## src/rtl/irq_pkg.sv

```systemverilog
// rtl/irq_pkg.sv - shared types and constants for the round-robin interrupt controller
package irq_pkg;

   typedef enum logic {IRQ_IDLE, IRQ_PEND} irq_state_t;

   localparam int N_IRQ_MAX      = 32;
   localparam int MCAUSE_INT_BIT = 31;

   // Index registers stay at least one bit wide even for a single request line
   function automatic int ptr_width(input int n);
      return (n > 1) ? $clog2(n) : 1;
   endfunction

endpackage

```

## src/rtl/irq_controller_if.sv

```systemverilog
// rtl/irq_controller_if.sv - request/mask/handshake bundle between peripherals, core and controller
interface irq_controller_if
   import irq_pkg::*;
#(
   parameter int N_IRQ = 16
);

   logic [N_IRQ-1:0]          int_req_i;
   logic [N_IRQ-1:0]          mie_i;
   logic                      int_rst_i;
   logic                      int_o;
   logic [MCAUSE_INT_BIT:0]   mcause_o;
   logic [N_IRQ-1:0]          int_fin_o;

   modport master (
      input  int_req_i,
      input  mie_i,
      input  int_rst_i,
      output int_o,
      output mcause_o,
      output int_fin_o
   );

   modport slave (
      output int_req_i,
      output mie_i,
      output int_rst_i,
      input  int_o,
      input  mcause_o,
      input  int_fin_o
   );

endinterface

```

## src/rtl/irq_rr_pointer.sv

```systemverilog
// rtl/irq_rr_pointer.sv - wrap-around scan pointer with hold, advance and load-next-after-index
module irq_rr_pointer
   import irq_pkg::*;
#(
   parameter int N_IRQ = 16,
   parameter int PTR_W = ptr_width(N_IRQ)
) (
   input  logic             clk_i,
   input  logic             rst_i,
   input  logic             i_advance,
   input  logic             i_load,
   input  logic [PTR_W-1:0] i_load_idx,
   output logic [PTR_W-1:0] o_ptr
);

   logic [PTR_W-1:0] r_ptr;

   function automatic logic [PTR_W-1:0] wrap_inc(input logic [PTR_W-1:0] v);
      return (v == PTR_W'(N_IRQ - 1)) ? '0 : v + PTR_W'(1);
   endfunction

   // Load wins over advance: after a service the scan restarts just past the serviced line
   always_ff @(posedge clk_i) begin
      if (rst_i) begin
         r_ptr <= '0;
      end else if (i_load) begin
         r_ptr <= wrap_inc(i_load_idx);
      end else if (i_advance) begin
         r_ptr <= wrap_inc(r_ptr);
      end
   end

   assign o_ptr = r_ptr;

endmodule

```

## src/rtl/irq_controller.sv

```systemverilog
// rtl/irq_controller.sv - round-robin interrupt controller feeding the core INT_/mcause inputs
module irq_controller
   import irq_pkg::*;
#(
   parameter int N_IRQ       = 16,
   parameter int MCAUSE_BASE = 16
) (
   input  logic                clk_i,
   input  logic                rst_i,
   irq_controller_if.master    bus
);

   localparam int PTR_W = ptr_width(N_IRQ);

   irq_state_t                  r_state;
   irq_state_t                  w_state_nxt;
   logic [PTR_W-1:0]            w_ptr;
   logic [PTR_W-1:0]            r_idx;
   logic                        w_hit;
   logic                        w_capture;
   logic                        w_clear;
   logic                        w_advance;
   logic [MCAUSE_INT_BIT-1:0]   w_cause;
   logic                        r_int;
   logic [MCAUSE_INT_BIT:0]     r_mcause;
   logic [N_IRQ-1:0]            r_int_fin;

   assign w_hit   = bus.int_req_i[w_ptr] & bus.mie_i[w_ptr];
   assign w_cause = MCAUSE_INT_BIT'(MCAUSE_BASE) + MCAUSE_INT_BIT'(w_ptr);

   irq_rr_pointer #(
      .N_IRQ (N_IRQ),
      .PTR_W (PTR_W)
   ) u_ptr (
      .clk_i      (clk_i),
      .rst_i      (rst_i),
      .i_advance  (w_advance),
      .i_load     (w_clear),
      .i_load_idx (r_idx),
      .o_ptr      (w_ptr)
   );

   always_ff @(posedge clk_i) begin
      if (rst_i) begin
         r_state <= IRQ_IDLE;
      end else begin
         r_state <= w_state_nxt;
      end
   end

   always_comb begin
      w_state_nxt = r_state;
      w_capture   = 1'b0;
      w_clear     = 1'b0;
      w_advance   = 1'b0;
      case (r_state)
         IRQ_IDLE: begin
            if (w_hit) begin
               w_capture   = 1'b1;
               w_state_nxt = IRQ_PEND;
            end else begin
               w_advance   = 1'b1;
            end
         end
         IRQ_PEND: begin
            // Request and mask lines are ignored here; only the core's handler-done releases us
            if (bus.int_rst_i) begin
               w_clear     = 1'b1;
               w_state_nxt = IRQ_IDLE;
            end
         end
         default: w_state_nxt = IRQ_IDLE;
      endcase
   end

   always_ff @(posedge clk_i) begin
      if (rst_i) begin
         r_idx     <= '0;
         r_int     <= 1'b0;
         r_mcause  <= '0;
         r_int_fin <= '0;
      end else begin
         r_int_fin <= '0;
         if (w_capture) begin
            r_idx    <= w_ptr;
            r_int    <= 1'b1;
            r_mcause <= {1'b1, w_cause};
         end
         // mcause is deliberately left alone on clear so the core can still read it
         if (w_clear) begin
            r_int            <= 1'b0;
            r_int_fin[r_idx] <= 1'b1;
         end
      end
   end

   assign bus.int_o     = r_int;
   assign bus.mcause_o  = r_mcause;
   assign bus.int_fin_o = r_int_fin;

endmodule
```

## src/flat_wrapper.sv

```systemverilog
// flat-port wrapper written by rule: the top's interface ports become plain ports
module irq_controller_flat import irq_pkg::*;
#(
   parameter int N_IRQ       = 16,
   parameter int MCAUSE_BASE = 16
)
  (clk_i, rst_i, bus_int_req_i, bus_mie_i, bus_int_rst_i, bus_int_o, bus_mcause_o, bus_int_fin_o);
  irq_controller_if #(.N_IRQ(N_IRQ)) bus_i ();
  input  logic clk_i;
  input  logic rst_i;
  input wire logic [$bits(bus_i.int_req_i)-1:0] bus_int_req_i;
  input wire logic [$bits(bus_i.mie_i)-1:0] bus_mie_i;
  input wire logic [$bits(bus_i.int_rst_i)-1:0] bus_int_rst_i;
  output wire logic [$bits(bus_i.int_o)-1:0] bus_int_o;
  output wire logic [$bits(bus_i.mcause_o)-1:0] bus_mcause_o;
  output wire logic [$bits(bus_i.int_fin_o)-1:0] bus_int_fin_o;
  assign bus_i.int_req_i = bus_int_req_i;
  assign bus_i.mie_i = bus_mie_i;
  assign bus_i.int_rst_i = bus_int_rst_i;
  assign bus_int_o = bus_i.int_o;
  assign bus_mcause_o = bus_i.mcause_o;
  assign bus_int_fin_o = bus_i.int_fin_o;
  irq_controller #(.N_IRQ(N_IRQ), .MCAUSE_BASE(MCAUSE_BASE)) u_core (.clk_i(clk_i), .rst_i(rst_i), .bus(bus_i));
endmodule
```

## config.mk

```make
export PLATFORM = sky130hd
export DESIGN_NAME = irq_controller_flat
export DESIGN_NICKNAME = d
export VERILOG_FILES = /design/src/rtl/irq_pkg.sv /design/src/rtl/irq_controller_if.sv /design/src/rtl/irq_rr_pointer.sv /design/src/rtl/irq_controller.sv /design/src/flat_wrapper.sv
export SDC_FILE = /design/constraint.sdc
export NUM_CORES = 1
export LEC_CHECK = 0
export BUFFER_PORTS_ARGS = -buffer_cell sky130_fd_sc_hd__clkbuf_2
export CORE_MARGIN = 1
export CORE_UTILIZATION = 47
export CTS_CLUSTER_SIZE = 14
export DETAILED_ROUTE_END_ITERATION = 10
export PLACE_DENSITY = 0.84
export SLEW_MARGIN = 10
export SYNTH_ARGS = -nofsm -noshare
export SYNTH_HDL_FRONTEND = slang
export SYNTH_SLANG_ARGS = --single-unit
export TNS_END_PERCENT = 30
```

## constraint.sdc

```tcl
create_clock -name clk_i -period 3 [get_ports clk_i]
set_input_delay 0.15 -clock clk_i [delete_from_list [all_inputs] [get_ports clk_i]]
set_output_delay 0.15 -clock clk_i [all_outputs]
set_load 0.02 [all_outputs]
```

Yosys cells after proc, flatten, opt, wreduce, memory -nomap -nowiden

Index checks and enable logic that the tools add are counted.
Widths: inputs -> output; s select.

Logic and storage cells: 39
Output and inout port bits: 49
Register bits after elaboration: 58

Order comparisons: 3
Muxes and demuxes: 18
Reductions and logical operators: 4
Bitwise operators: 3
Equal/unequal tests: 2
$add $sub $neg: 3

Operator list:

| cell                | count |
|---|---|
| $mux 4              | 4 |
| $lt 4x5->1 const B  | 2 |
| $mux 1              | 10 |
| $add 4x1->4 const B | 2 |
| $bmux 1 s4          | 2 |
| $eq 4x4->1 const B  | 2 |
| $add 5x4->6 const A | 1 |
| $demux 1 s4         | 1 |
| $ge 4x1->1 const B  | 1 |
| $reduce_or 2->1     | 2 |
| $not 1->1           | 2 |
| $pmux 1 s2          | 1 |
| $reduce_bool 2->1   | 1 |
| $and 1x1->1         | 1 |
| $logic_and 1x1->1   | 1 |

Logic depth before layout (Yosys ltp)

Depth after elaboration: 7
Gate-level depth with buffers: 8
Depth with buffers taken out: 6

Modules after synthesis

From an unflattened synthesis, not the netlist that was laid out.

Cells, all modules: 167
Area, all modules: 1446.4 µm²

Modules (own cells, without submodules):

| module         | cells each | times used | area an instance (µm²) |
|---|---|---|---|
| irq_controller | 132        | 1          | 1168.6 |
| irq_rr_pointer | 35         | 1          | 277.8 |

Least setup slack after synthesis

Ideal clock, no wire load.

Path type: reg-to-reg
Start: reg u_core.u_ptr.r_ptr[0] (netlist: u_core.u_ptr.o_ptr[0])
End: reg u_core.u_ptr.r_ptr[0] (netlist: u_core.u_ptr.o_ptr[0])
Path slack: 0.994 ns
Path buffers: 2
Data required time: 2.880 ns
Period minus slack after synthesis: 2.006 ns
Stages on the path, launching flop included: 9
Setup time: 0.120 ns
Arrival: 1.886 ns
Cell sequence: dfxtp_1 > buf_6 > nand2_4 > o2111ai_1 > a21oi_1 > or3_1 > buf_2 > o311a_1 > o31a_1

Cells in the longest elaborated chain, start to end: 6

Ends and longest elaborated chain:

| what                               | line                 | text |
|---|---|---|
| start, declared                    | irq_rr_pointer.sv:16 | `logic [PTR_W-1:0] r_ptr;` |
| start signal, assigned             | irq_rr_pointer.sv:27 | `r_ptr <= wrap_inc(i_load_idx);` |
| start signal, assigned             | irq_rr_pointer.sv:29 | `r_ptr <= wrap_inc(r_ptr);` |
| $bmux 1 s4                         | irq_controller.sv:28 | `assign w_hit = bus.int_req_i[w_ptr] & bus.mie_i[w_ptr];` |
| $mux 1 (implied by the code)       | irq_controller.sv:28 |  |
| $and 1x1->1                        | irq_controller.sv:28 |  |
| $mux 1                             | irq_controller.sv:58 | `if (w_hit) begin` |
| $mux 1                             | irq_controller.sv:56 | `case (r_state)` |
| $reduce_bool 2->1 (no source line) | -                    |  |

Parallel ways exist; a longest one is shown, timed or not. The select of a mux whose other input is x is not followed.
A chain may end at the register's enable or synchronous reset.

Worst setup path after layout

Start: reg u_core.u_ptr.r_ptr[0] (netlist: u_core.u_ptr.o_ptr[0])
End: reg u_core.u_ptr.r_ptr[1] (netlist: u_core.u_ptr.o_ptr[1])

The elaborated chain is that of the path after synthesis.

==> impl_results.md <==
- Power, Total: 0.00113 W
- Post-synth EDFFs: 0
- WL per Instance: 10.4 um
- WHS: 162 ps
- Die height: 58.5 um
- Post-route ant nets: 0
- F_max: between 400 and 500 MHz
- Largest area contributor in the netlist: dfxtp_1
- Synth area leaders: dfxtp_1 (36%), buf_4 (14%), a21oi_1 (4.7%), nor2_1 (4.3%), ha_1 (4.2%)
- Post-route insts no fill: 280
- I/O pin cnt: 84
- Synth-to-layout area growth: 13.7%
- Total wire length: between 2000 and 3000 um
- Worst Setup Start Kind: flop
- CTS max path bufs: 2
- Seq/Total Area, Yosys: between 30% and 40%
- Mean number of vias per cell: ~4.9
- DR pass1 iterations: 4
- Syn Area/Cell: 8.03 um^2
- Starting Density: 49.2%
- First-pass GRT wire length: 4660 um
- Vias: ~1400
- PwrDens: 664 mW/mm^2
- RSZ-0062 raised after global routing: no
- Final Skew: a little under 9 ps
- Max IR drop VDD: between 300 and 400 uV
- Tcrit/Tclk final: 81.1%
- CP Capture Type: flop
- Worst skew pair latency: 320 ps
- Reg clk slew, reported paths: 150 ps
- Cell Area, Synth: 0.00150 mm^2
- Measured slew at the worst slew-check pin: 889 ps
- Synth async-reset ratio: 0%
- Ys flop type: dfxtp_1
- Final Hold Vio Count: 0
- Pleak: 0.769 nW
- TritonCTS Buffers: 3
- Die Area: 0.00342 mm^2
- Worst R2R End: u_core.u_ptr.o_ptr[1]$_SDFFE_PP0P_
- Kind of critical path: reg2reg
- Post-synth top area share: ~36%
- Status: finished clean
- HPWL Detailed: about 2200 um
- Layout Nets: 277
- Die W: approximately 60 um
- Arr. time, crit path: 2670 ps
- CP Max Fanout: 17
- H-tree depth: 1
- CTS Hold Bufs: 0
- Worst hold stages: 2
- Yosys reg bits: 27
- Gpl congestion: 0.897
- Reg2Reg Setup Slack: 570 ps
- Worst hold path type: in2reg
- Slew Limit Fails: 0
- Max_cap viols: 0
- Critical Path RT: approximately 3200 ps
- DRC: 0
- HP Start: rst_i
- Antenna violations before repair: 0
- Rows: 20
- CORE AREA: approximately 0.003 mm^2
- Iter 0 DRT Violations: 38
- Clk root buf: clkbuf_4
- Vias in the first global route: ~1100
- Number of port buffers: 57
- Largest net degree at the start of global routing: 18
- Layout cell share with drive strength beyond 1: 26.7%
- Setup TNS Final: 0 ps
- Min cycle time layout: 2430 ps
- Cells after Synth: 187
- YS warnings: 0
- Resized cells post-CTS: 0
- Worst Hold Path EP: u_core.r_idx[1]$_SDFFE_PP0P_
- Placed Cells incl. Taps: 276
- Unique masters post-synth: 38
- Tot GR Track Use: roughly 17%
- CTS tree: built
- Final setup vio count: 0
- Post-CTS Setup Bufs: 0
- Max-slew headroom: 40.3%
- R2r startpoint: u_core.u_ptr.o_ptr[0]$_SDFFE_PP0P_
- Clock tree sinks: 27
- R2r worst-path depth: 6
- # diodes: 0
- Grt total ovfl: 0
## cell families (layout without fill, tap and decap cells)
| logic type | count (synthesis) | in the layout | share of synthesized area, % |
|---|---|---|---|
| simple gates | 69 | 69 | 23.6 |
| compound gates | 41 | 41 | 16.7 |
| fa+ha+maj | 5 | 5 | 4.17 |
| flops | 27 | 27 | 36.0 |
| other cells | 1 | 26 | 0.250 |
| buf+inv | 43 | 67 | 18.7 |
| xor+xnor | 1 | 1 | 0.583 |
## cells in the mapped netlist (2+ instances only)
library cell	count
a21oi_1	14
and2_0	2
buf_2	3
buf_4	27
buf_6	2
clkbuf_1	5
dfxtp_1	27
ha_1	5
inv_1	6
nand2_1	15
nand2b_1	3
nand3_1	9
nand3b_1	2
nand4b_1	3
nor2_1	17
nor3_1	7
nor3b_1	2
nor4_1	2
o2111ai_1	3
o211ai_1	2
o21ai_0	12
o22ai_1	2
or3_1	2
## per-stage QoR
stage / cell area, um^2 / worst slack, ps / util (%)
floorplan: 1600 / 994 / -
global placement: 1680 / 768 / 54.9
detailed placement: 1680 / 657 / 54.9
CTS: 1710 / 617 / 55.9
global route: 1710 / 291 / 55.9
finish: 1710 / 567 / 55.9
## worst max-delay path, cell delays in order, from the launching register on
cell and delay [ps]:
dfxtp_1 690, nor3b_1 140, a22oi_1 180, o211ai_1 170, nor3_1 770, nand2_1 100
a221oi_1 300
## how the worst max path moves through the flow
stage / startpoint / end / slack (ps) / depth (start not counted)
finish: u_core.u_ptr.o_ptr[0]$_SDFFE_PP0P_ / u_core.u_ptr.o_ptr[1]$_SDFFE_PP0P_ / 570 / 6
global route: u_core.u_ptr.o_ptr[0]$_SDFFE_PP0P_ / u_core.u_ptr.o_ptr[1]$_SDFFE_PP0P_ / 290 / 6
CTS: u_core.u_ptr.o_ptr[0]$_SDFFE_PP0P_ / u_core.u_ptr.o_ptr[1]$_SDFFE_PP0P_ / 620 / 6
detailed placement: u_core.u_ptr.o_ptr[0]$_SDFFE_PP0P_ / u_core.u_ptr.o_ptr[1]$_SDFFE_PP0P_ / 660 / 6
global placement: u_core.u_ptr.o_ptr[0]$_SDFFE_PP0P_ / u_core.u_ptr.o_ptr[1]$_SDFFE_PP0P_ / 770 / 6
floorplan: u_core.u_ptr.o_ptr[0]$_SDFFE_PP0P_ / u_core.u_ptr.o_ptr[0]$_SDFFE_PP0P_ / 990 / 8
## layout make-up
class                      count  area [um^2]
fill                         296         1350
multi-input combinational    142          773
sequential                    27          541
timing repair buffer          57          285
tap                           44         55.1
clock buffer                   3         22.5
inverter                       6         22.5
clock inverter                 1         7.51
## metal layers
layer / wire length, um / vias up / GRT usage [%]
met3: 171 / 0 / 2.64
met4: 0 / 0 / 3.06
met5: 0 / - / 0
li1: - / 698 / -
met2: 1420 / 55 / 30.9
met1: 1310 / 605 / 22.3
## flip-flops by register name, indices dropped and copies added, names as in the netlist
register	count
u_core.bus.int_fin_o	16
u_core.u_ptr.o_ptr	4
u_core.r_idx	3
u_core.bus.mcause_o	2
u_core.bus.int_o	1
u_core.r_state	1
## power by group
group	internal, W	switching (W)	total (W)
logic	0.000181	0.000279	0.000460
clock network	0.0000508	0.000107	0.000157
registers	0.000407	0.000110	0.000516
total	0.000638	0.000496	0.00113
## cell usage in the layout, fill, tap and decap left out, drive strengths merged, types with 3 or more instances in the layout
| master | netlist | layout |
|---|---|---|
| nor2 | 17 | 17 |
| nand2b | 3 | 3 |
| o2111ai | 3 | 3 |
| nor3 | 7 | 7 |
| nand2 | 16 | 16 |
| clkbuf | 5 | 60 |
| ha | 5 | 5 |
| nand3 | 9 | 9 |
| a21oi | 14 | 14 |
| nand4b | 3 | 3 |
| conb | 1 | 26 |
| o21ai | 12 | 12 |
| inv | 6 | 6 |
| dfxtp | 27 | 27 |
Power figures use the tool's default switching activity.
